## src/rtl/timer_pkg.sv

```systemverilog
// Shared types and constants for the seconds-timer command front-end.
package timer_pkg;

  localparam int SECONDS_W = 6;
  localparam int CMD_W     = 8;

  typedef enum logic [1:0] {
    OP_LOAD  = 2'b00,
    OP_MODE  = 2'b01,
    OP_QUERY = 2'b10,
    OP_RSVD  = 2'b11
  } op_e;

  typedef enum logic [1:0] {
    IDLE  = 2'b00,
    WRITE = 2'b01,
    GAP   = 2'b10,
    RESP  = 2'b11
  } state_e;

  typedef struct packed {
    logic                 pause;
    logic                 forward;
    logic [SECONDS_W-1:0] seconds;
  } rsp_t;

endpackage

```

## src/rtl/timer_cmd_parity.sv

```systemverilog
// Combinational odd-parity check over a command byte and its parity bit.
module timer_cmd_parity
  import timer_pkg::*;
(
  input  logic [CMD_W-1:0] cmd_byte,
  input  logic             cmd_par,
  output logic             par_ok
);

  assign par_ok = ^{cmd_par, cmd_byte};

endmodule

```

## src/rtl/timer_cmd_decoder.sv

```systemverilog
// Command decoder driving the seconds timer (load/mode/query) with a response channel.
// Define TIMER_CMD_PARITY_EN to add the cmd_par input and odd-parity rejection.
module timer_cmd_decoder
  import timer_pkg::*;
#(
  parameter int WRITE_HOLD = 4,
  parameter int WRITE_GAP  = 4,
  parameter int MAX_VALUE  = 9
) (
  input  logic                 clk,
  input  logic                 rst_n,
  input  logic                 cmd_valid,
  output logic                 cmd_ready,
  input  logic [CMD_W-1:0]     cmd_byte,
`ifdef TIMER_CMD_PARITY_EN
  input  logic                 cmd_par,
`endif
  output logic [SECONDS_W-1:0] tmr_data,
  output logic                 tmr_write,
  output logic                 tmr_pause,
  output logic                 tmr_forward,
  input  logic [SECONDS_W-1:0] tmr_seconds,
  output logic                 rsp_valid,
  input  logic                 rsp_ready,
  output logic [CMD_W-1:0]     rsp_data,
  output logic                 err_sticky,
  input  logic                 err_clr
);

  localparam int CNT_MAX = (WRITE_HOLD > WRITE_GAP) ? WRITE_HOLD : WRITE_GAP;
  localparam int CNT_W   = (CNT_MAX > 1) ? $clog2(CNT_MAX) : 1;
  localparam logic [CNT_W-1:0]     HOLD_LOAD = CNT_W'(WRITE_HOLD - 1);
  localparam logic [CNT_W-1:0]     GAP_LOAD  = CNT_W'(WRITE_GAP - 1);
  localparam logic [SECONDS_W-1:0] MAX_V     = SECONDS_W'(MAX_VALUE);

  state_e               state, next_state;
  logic [CNT_W-1:0]     cnt;
  rsp_t                 rsp_q;
  op_e                  op;
  logic [SECONDS_W-1:0] arg;
  logic                 par_ok;
  logic                 accept;
  logic                 load_ok, mode_ok, query_ok, reject;

  assign op       = op_e'(cmd_byte[7:6]);
  assign arg      = cmd_byte[SECONDS_W-1:0];
  assign accept   = cmd_valid && cmd_ready;
  assign rsp_data = rsp_q;

`ifdef TIMER_CMD_PARITY_EN
  timer_cmd_parity u_parity (
    .cmd_byte (cmd_byte),
    .cmd_par  (cmd_par),
    .par_ok   (par_ok)
  );
`else
  assign par_ok = 1'b1;
`endif

  always_ff @(posedge clk or negedge rst_n) begin
    if (!rst_n) state <= IDLE;
    else        state <= next_state;
  end

  // Parity failures are consumed by the handshake but otherwise only raise the error flag.
  always_comb begin
    next_state = state;
    load_ok    = 1'b0;
    mode_ok    = 1'b0;
    query_ok   = 1'b0;
    reject     = 1'b0;
    case (state)
      IDLE: begin
        if (accept) begin
          if (!par_ok) begin
            reject = 1'b1;
          end else begin
            case (op)
              OP_LOAD: begin
                if (arg > MAX_V) begin
                  reject = 1'b1;
                end else begin
                  load_ok    = 1'b1;
                  next_state = WRITE;
                end
              end
              OP_MODE:  mode_ok = 1'b1;
              OP_QUERY: begin
                query_ok   = 1'b1;
                next_state = RESP;
              end
              default:  reject = 1'b1;
            endcase
          end
        end
      end
      WRITE:   if (cnt == '0) next_state = GAP;
      GAP:     if (cnt == '0) next_state = IDLE;
      RESP:    if (rsp_valid && rsp_ready) next_state = IDLE;
      default: next_state = IDLE;
    endcase
  end

  always_ff @(posedge clk or negedge rst_n) begin
    if (!rst_n) begin
      cmd_ready   <= 1'b0;
      tmr_write   <= 1'b0;
      tmr_data    <= '0;
      tmr_pause   <= 1'b1;
      tmr_forward <= 1'b1;
      rsp_valid   <= 1'b0;
      rsp_q       <= '0;
      err_sticky  <= 1'b0;
      cnt         <= '0;
    end else begin
      cmd_ready <= (next_state == IDLE);
      tmr_write <= (next_state == WRITE);

      case (state)
        IDLE:    if (load_ok) cnt <= HOLD_LOAD;
        WRITE:   cnt <= (cnt == '0) ? GAP_LOAD : cnt - 1'b1;
        GAP:     if (cnt != '0) cnt <= cnt - 1'b1;
        default: cnt <= cnt;
      endcase

      if (load_ok) tmr_data <= arg;
      if (mode_ok) begin
        tmr_pause   <= arg[0];
        tmr_forward <= arg[1];
      end

      if (query_ok) begin
        rsp_q     <= '{pause: tmr_pause, forward: tmr_forward, seconds: tmr_seconds};
        rsp_valid <= 1'b1;
      end else if (rsp_valid && rsp_ready) begin
        rsp_valid <= 1'b0;
      end

      // A rejection in the same cycle as a clear keeps the flag set.
      if (reject)       err_sticky <= 1'b1;
      else if (err_clr) err_sticky <= 1'b0;
    end
  end

endmodule

```

## config.mk

```make
export PLATFORM = sky130hd
export DESIGN_NAME = timer_cmd_decoder
export DESIGN_NICKNAME = d
export VERILOG_FILES = /design/src/rtl/timer_pkg.sv /design/src/rtl/timer_cmd_parity.sv /design/src/rtl/timer_cmd_decoder.sv
export SDC_FILE = /design/constraint.sdc
export NUM_CORES = 1
export LEC_CHECK = 0
export CAP_MARGIN = 20
export CELL_PAD_IN_SITES_DETAIL_PLACEMENT = 1
export CELL_PAD_IN_SITES_GLOBAL_PLACEMENT = 1
export CORE_UTILIZATION = 32
export DETAILED_ROUTE_END_ITERATION = 10
export PLACE_DENSITY = 0.74
export SLEW_MARGIN = 5
export SYNTH_ARGS = -nofsm -noshare
export SYNTH_HDL_FRONTEND = slang
export SYNTH_HIERARCHICAL = 1
export SYNTH_SLANG_ARGS = --single-unit
```

## constraint.sdc

```tcl
create_clock -name clk -period 1.63 [get_ports clk]
set_input_delay 0.489 -clock clk [delete_from_list [all_inputs] [get_ports clk]]
set_output_delay 0.489 -clock clk [all_outputs]
set_load 0.02 [all_outputs]
```

==> results of run 1 <==
placed cells by master (no fill, tap or decap), types with 2 or more instances in the layout:
cell type and instances:
nand3_1 2, mux2_2 10, clkbuf_2 2, and2_1 3
inv_1 8, nand2_1 2, ha_4 2, dlygate4sd2_1 22
buf_2 2, o21ai_0 4, mux2_4 4, dfrtp_1 22
nand4_1 2, ha_1 6, clkdlybuf4s50_1 11, dfstp_2 2
inv_4 2, clkbuf_8 3, buf_4 16, o211ai_1 2
sequential cells by signal (all words and copies together), names as in the netlist:
register,cells
cmd_ready,1
cnt,2
err_sticky,1
rsp_data,8
rsp_valid,1
state,2
tmr_data,6
tmr_forward,1
tmr_pause,1
tmr_write,1
kinds of logic after synthesis:
family	after synthesis
AND/OR/NAND/NOR	17
flip-flops	24
buffers and inverters	11
multiplexers	15
AO/OA/AOI/OAI	18
adder cells (fa/ha/maj)	9
timing repair:
item	4_1_cts	5_1_grt
pin swaps	4	3
setup buffers	1	2
resized for setup	36	10
endpoints found under the setup margin	43	18
worst max-delay path, stage by stage:
cell and delay [ns]:
clkdlybuf4s50_1 0.45, buf_4 0.15, nand4_1 0.13, a311oi_2 0.36
and2_1 0.18
per-layer routing:
layer	wire, um	vias up	GRT usage [%]
met3	118	2	1.993
met5	0	-	0
li1	-	446	-
met2	1548	25	28.19
met1	1228	458	20.69
met4	12	0	4.261
metrics by stage:
| stage | setup slack, ns | hold WS, ns | TNS [ns] | std cells | instance area (sq um) |
|---|---|---|---|---|---|
| finish | 0.06195 | 0.4868 | 0 | 198 | 1859 |
| global route | -0.01049 | 0.5157 | -0.02729 | 198 | 1859 |
| CTS | 0.01022 | 0.4971 | 0 | 196 | 1829 |
| floorplan | 0.0004993 | 0.1934 | 0 | 94 | 1221 |
| global placement | -0.5442 | 0.4713 | -9.732 | 191 | 1769 |
| detailed placement | -0.6197 | 0.4764 | -11.04 | 191 | 1769 |
layout make-up:
cell class | instances | area [sq um]
Fill cell | 376 | 1609
Multi-Input combinational cell | 59 | 609.3
Sequential cell | 24 | 603.1
Timing Repair Buffer | 55 | 475.5
Tap cell | 46 | 57.56
Inverter | 10 | 42.54
Clock buffer | 3 | 41.29
Clock inverter | 1 | 30.03
power by group:
group	total (mW)	internal, mW	switching (mW)
logic	1.56	0.740	0.818
clock network	0.520	0.328	0.192
registers	0.988	0.860	0.128
total	3.07	1.93	1.14
how the worst min path moves through the flow:
stage / from / to / slack [ns] / cells past startpoint
2_1_floorplan: rst_n / cmd_ready / 0.19 / 0
3_3_place_gp: tmr_data[4] / tmr_data[4] / 0.47 / 1
3_5_place_dp: tmr_data[5] / tmr_data[5] / 0.48 / 1
4_1_cts: tmr_data[5] / tmr_data[5] / 0.50 / 1
5_1_grt: tmr_data[5] / tmr_data[5] / 0.52 / 1
6_report: tmr_data[5] / tmr_data[5] / 0.49 / 1
==> results.json, run 1 <==
{
  "clk_pin_slew_ns": 0.08,
  "grt_pass1_wl_mm": 5.099,
  "yosys_warnings": 6,
  "crit-reg2reg-launch": "state[0]",
  "htree_levels": 1,
  "track_usage_pct": 16.10,
  "cts_buffers": 3,
  "initial_utilization_pct": 34.70,
  "fin_total_pwr_mw": 3.066,
  "rows": 21,
  "avgSynthCellArea_sq_um": 12.80,
  "ys_seq_elements": 24,
  "cellPowerDensity_nw_per_um2": 1649,
  "synth-edff-count": 0,
  "grt-ovfl-total": 0,
  "clock_sinks": 24,
  "dieArea_sq_um": 4011,
  "final-hold-violation-count": 0,
  "synthTopCellsByArea": "dfrtp_1 46%, ha_1 9.4%, mux2_2 9.4%, mux2_4 5.0%, dfstp_2 4.4%",
  "endpoint": "tmr_write",
  "drtIter0Drc": 31,
  "syn_area_sq_um": 1204,
  "slew_viol_final": 0,
  "critPathLaunch": "cmd_valid",
  "startpoint_type": "primary input",
  "synth_compound_area_share_pct": 10.50,
  "drv_cap": 0,
  "ys_seq_area_share_pct": 50.10,
  "grt_pass1_vias": 1038,
  "insertion_delay_ns": 0.27,
  "io_buffers": 38,
  "syn_inst": 94,
  "leakagePower_nw": 0.9114,
  "slew_headroom_pct": 80.72,
  "die_w_um": 63.33,
  "cts_tree": "yes",
  "worstPathMaxFanout": 6,
  "ant_nets": 0,
  "yosysTopAreaCellShare_pct": 45.74,
  "syn_nets": 122,
  "drive_above_1_share_pct": 37.50,
  "synth_top_family_by_area": "multiplexers",
  "ys.flop_type": "dfrtp_1",
  "ir_worst_vdd_uv": 795.4,
  "cp-end-kind": "register",
  "synth.most_common_cell": "dfrtp_1",
  "wl_mm": 2.909,
  "die_h_um": 63.33,
  "finalCritPeriodShare_pct": 96.20,
  "grt_max_degree": 25,
  "wl_per_cell_um": 14.69,
  "synth.mux.area_fraction_pct": 15.18,
  "num_io_pins": 39,
  "fin_nets": 181,
  "num_vias": 931,
  "clockBufferDepth": 2,
  "synth_fa_ha_area_share_pct": 9.356,
  "core-area_sq_um": 3468,
  "max_freq_mhz": 637.7,
  "reg2reg_slack_ns": 0.07,
  "layout_min_cycle_time_ns": 1.568,
  "firstDrtPassIters": 4,
  "dpl.hpwl_mm": 2.306,
  "hold_path.class": "register to register",
  "root_buffer": "clkbuf_8",
  "drc": 0,
  "critical_path_class": "primary input to register",
  "antenna_found_initial": 0,
  "post-route-util_pct": 53.61,
  "finalSetupViolations": 0,
  "async_reset_ff_share_pct": 100.0,
  "cp_data_arrival_time_ns": 1.77,
  "yosys.area_share.simple_pct": 11.12,
  "ys_types": 32,
  "clock_skew_ns": 0.004274,
  "synthTopCellsByCount": "22 x dfrtp_1, 10 x inv_1, 10 x mux2_2, 9 x ha_1",
  "worstMarginPinSlew_ns": 0.2892,
  "synth-xor-area-share_pct": 0,
  "r2r-end": "cmd_ready",
  "syn2layout_area_growth_pct": 54.47,
  "diodes": 0,
  "required_ns": 1.83,
  "yosysTopAreaCell": "dfrtp_1",
  "via_per_inst": 4.702,
  "hold_buffers": 0,
  "gp_congestion": 0.7705,
  "reg2regPathDepth": 6,
  "outcome": "finished clean"
}
(Power assumes the default switching activity.)
==> run 2, diff against run 1 <==
Settings changed: CORE_MARGIN from default to 2.
==> run 2 against run 1 <==
Effect of this change: routed wire length up 11%; final cell count up 1.0%; clock power up 3%; die area up 6.4%; combinational power about the same.
==> results.json, run 2 (same netlist as run 1, synthesis figures left out) <==
{
  "ir_worst_vdd_uv": 651.4,
  "clockBufferDepth": 2,
  "grt_pass1_wl_mm": 5.209,
  "hold_buffers": 0,
  "required_ns": 1.81,
  "worst_hold_path.endpoint": "tmr_data[4]",
  "reg2regPathDepth": 6,
  "drive_above_1_share_pct": 37.50,
  "die_w_um": 65.33,
  "m1WireLength_mm": 1.330,
  "track_usage_pct": 16.39,
  "io_buffers": 38,
  "path_cells": "inv_1 > ha_4 > buf_4 > nand3_1 > buf_4 > o32ai_2",
  "syn2layout_area_growth_pct": 55.09,
  "slowest_delay_ns": 0.42,
  "cp_data_arrival_time_ns": 1.76,
  "fin_area_sq_um": 1867,
  "final_cell_mix": "22 x dfrtp_1, 22 x dlygate4sd2_1, 16 x buf_4, 12 x clkdlybuf4s50_1, 10 x mux2_2",
  "slew_headroom_pct": 80.74,
  "largest_register_ffs": 8,
  "grt-ovfl-total": 0,
  "insertion_delay_ns": 0.28,
  "clock_skew_ns": 0.006665,
  "grt_pass1_vias": 1062,
  "via_per_inst": 4.810,
  "rsz0062_at_grt": "yes",
  "root_buffer": "clkbuf_8",
  "hp-start": "tmr_data[4]",
  "core-area_sq_um": 3633,
  "wl_met3_um": 129,
  "cts_tree": "yes",
  "die_h_um": 65.33,
  "wl_met2_mm": 1.745,
  "worst-path-buf-inv": 3,
  "worstMarginPinSlew_ns": 0.2889,
  "critical_path.top_delay_family": "buffers and inverters",
  "path_common_cell": "buf_4",
  "clock_sinks": 24,
  "num_io_pins": 39,
  "reg2reg_slack_ns": 0.05,
  "cp-end-kind": "register",
  "fin_total_pwr_mw": 3.118,
  "finalNonFillerCells": 200,
  "critical_path_class": "register to register",
  "dpl.hpwl_mm": 2.327,
  "drc": 0,
  "crit_slowest_cell": "dfrtp_1",
  "diodes": 0,
  "crit-reg2reg-launch": "state[1]",
  "outcome": "finished clean",
  "slew_viol_final": 0,
  "leakagePower_nw": 0.9045,
  "antenna_found_initial": 0,
  "initial_utilization_pct": 33.13,
  "finalSetupViolations": 0,
  "cellPowerDensity_nw_per_um2": 1670,
  "num_vias": 962,
  "placed_cells": 193,
  "drv_cap": 0,
  "rows": 22,
  "final-hold-violation-count": 0,
  "fin_nets": 181,
  "hold_path.class": "register to register",
  "finalSetupTns_ns": 0,
  "drtIter0Drc": 26,
  "firstDrtPassIters": 4,
  "finalCritPeriodShare_pct": 96.82,
  "ant_nets": 0,
  "dieArea_sq_um": 4268,
  "clk_pin_slew_ns": 0.09,
  "dpl-instance-area_sq_um": 1772,
  "wl_per_cell_um": 16.18,
  "max_freq_mhz": 633.7,
  "startpoint_type": "register",
  "topRoutingLayerUsed": "met4",
  "cts_buffers": 3,
  "r2r-end": "err_sticky",
  "layout_min_cycle_time_ns": 1.578,
  "wl_mm": 3.236,
  "htree_levels": 1,
  "min_delay_path_depth": 1,
  "grt_max_degree": 25,
  "gp_congestion": 0.7150,
  "worstPathMaxFanout": 8
}
==> run 2: cell types whose count changed in the layout (fill, tap and decap cells not counted) <==
cell,change
o32ai_1,-1
clkdlybuf4s15_2,+1
a211oi_1,+1
inv_2,+1
inv_1,-1
clkbuf_2,-1
a211oi_2,-1
o2111a_2,-1
clkdlybuf4s50_1,+1
dlymetal6s2s_1,-1
o32ai_2,+1
o2111a_1,+1
==> run 2: area by class of cell <==
class,count,area [sq um]
tap,48,60.06
clock inverter,1,30.03
inverter,10,42.54
timing repair buffer,55,479.2
sequential,24,603.1
fill,406,1767
multi-input combinational,59,610.6
clock buffer,3,41.29
==> run 2: worst max path at each step <==
stage | start | endpoint | depth (start not counted)
2_1_floorplan | cmd_byte[7] | tmr_data[0] | 6
3_3_place_gp | cmd_byte[7] | tmr_data[1] | 7
3_5_place_dp | cmd_byte[7] | tmr_data[0] | 7
4_1_cts | cmd_byte[7] | tmr_data[1] | 7
5_1_grt | state[1] | err_sticky | 6
6_report | state[1] | err_sticky | 6
==> run 2: metal layers <==
metal  track usage, %  up-vias
li1                 -      448
met3            2.740        3
met4            5.469        0
met2            30.61       31
met5                0        -
met1            18.80      480
==> run 2: repair_timing <==
item	CTS	global route
pin swaps	6	2
gates resized for setup	39	6
buffers inserted	1	2
cloned	0	0
setup endpoints to repair	41	11
==> run 2: power breakdown <==
part           switching [mW]  leakage [nW]  internal, mW
Clock                   0.210        0.0357         0.329
Sequential              0.141         0.300         0.861
Combinational           0.824         0.568         0.755
==> run 2: metrics by stage <==
step	hold slack, ns	utilization, %	setup WS, ns
after CTS	0.5134	51.07	0.004128
after floorplan	0.1934	-	0.0004993
after global placement	0.4780	48.76	-0.5407
after detailed placement	0.4949	48.76	-0.5818
after global routing	0.5125	51.38	-0.05860
final	0.5035	51.38	0.05187
==> run 2: worst reg2reg max path, stage by stage (launching register included) <==
cell and delay [ns]:
dfrtp_1 0.42, inv_1 0.15, ha_4 0.22, buf_4 0.15
nand3_1 0.12, buf_4 0.17, o32ai_2 0.26
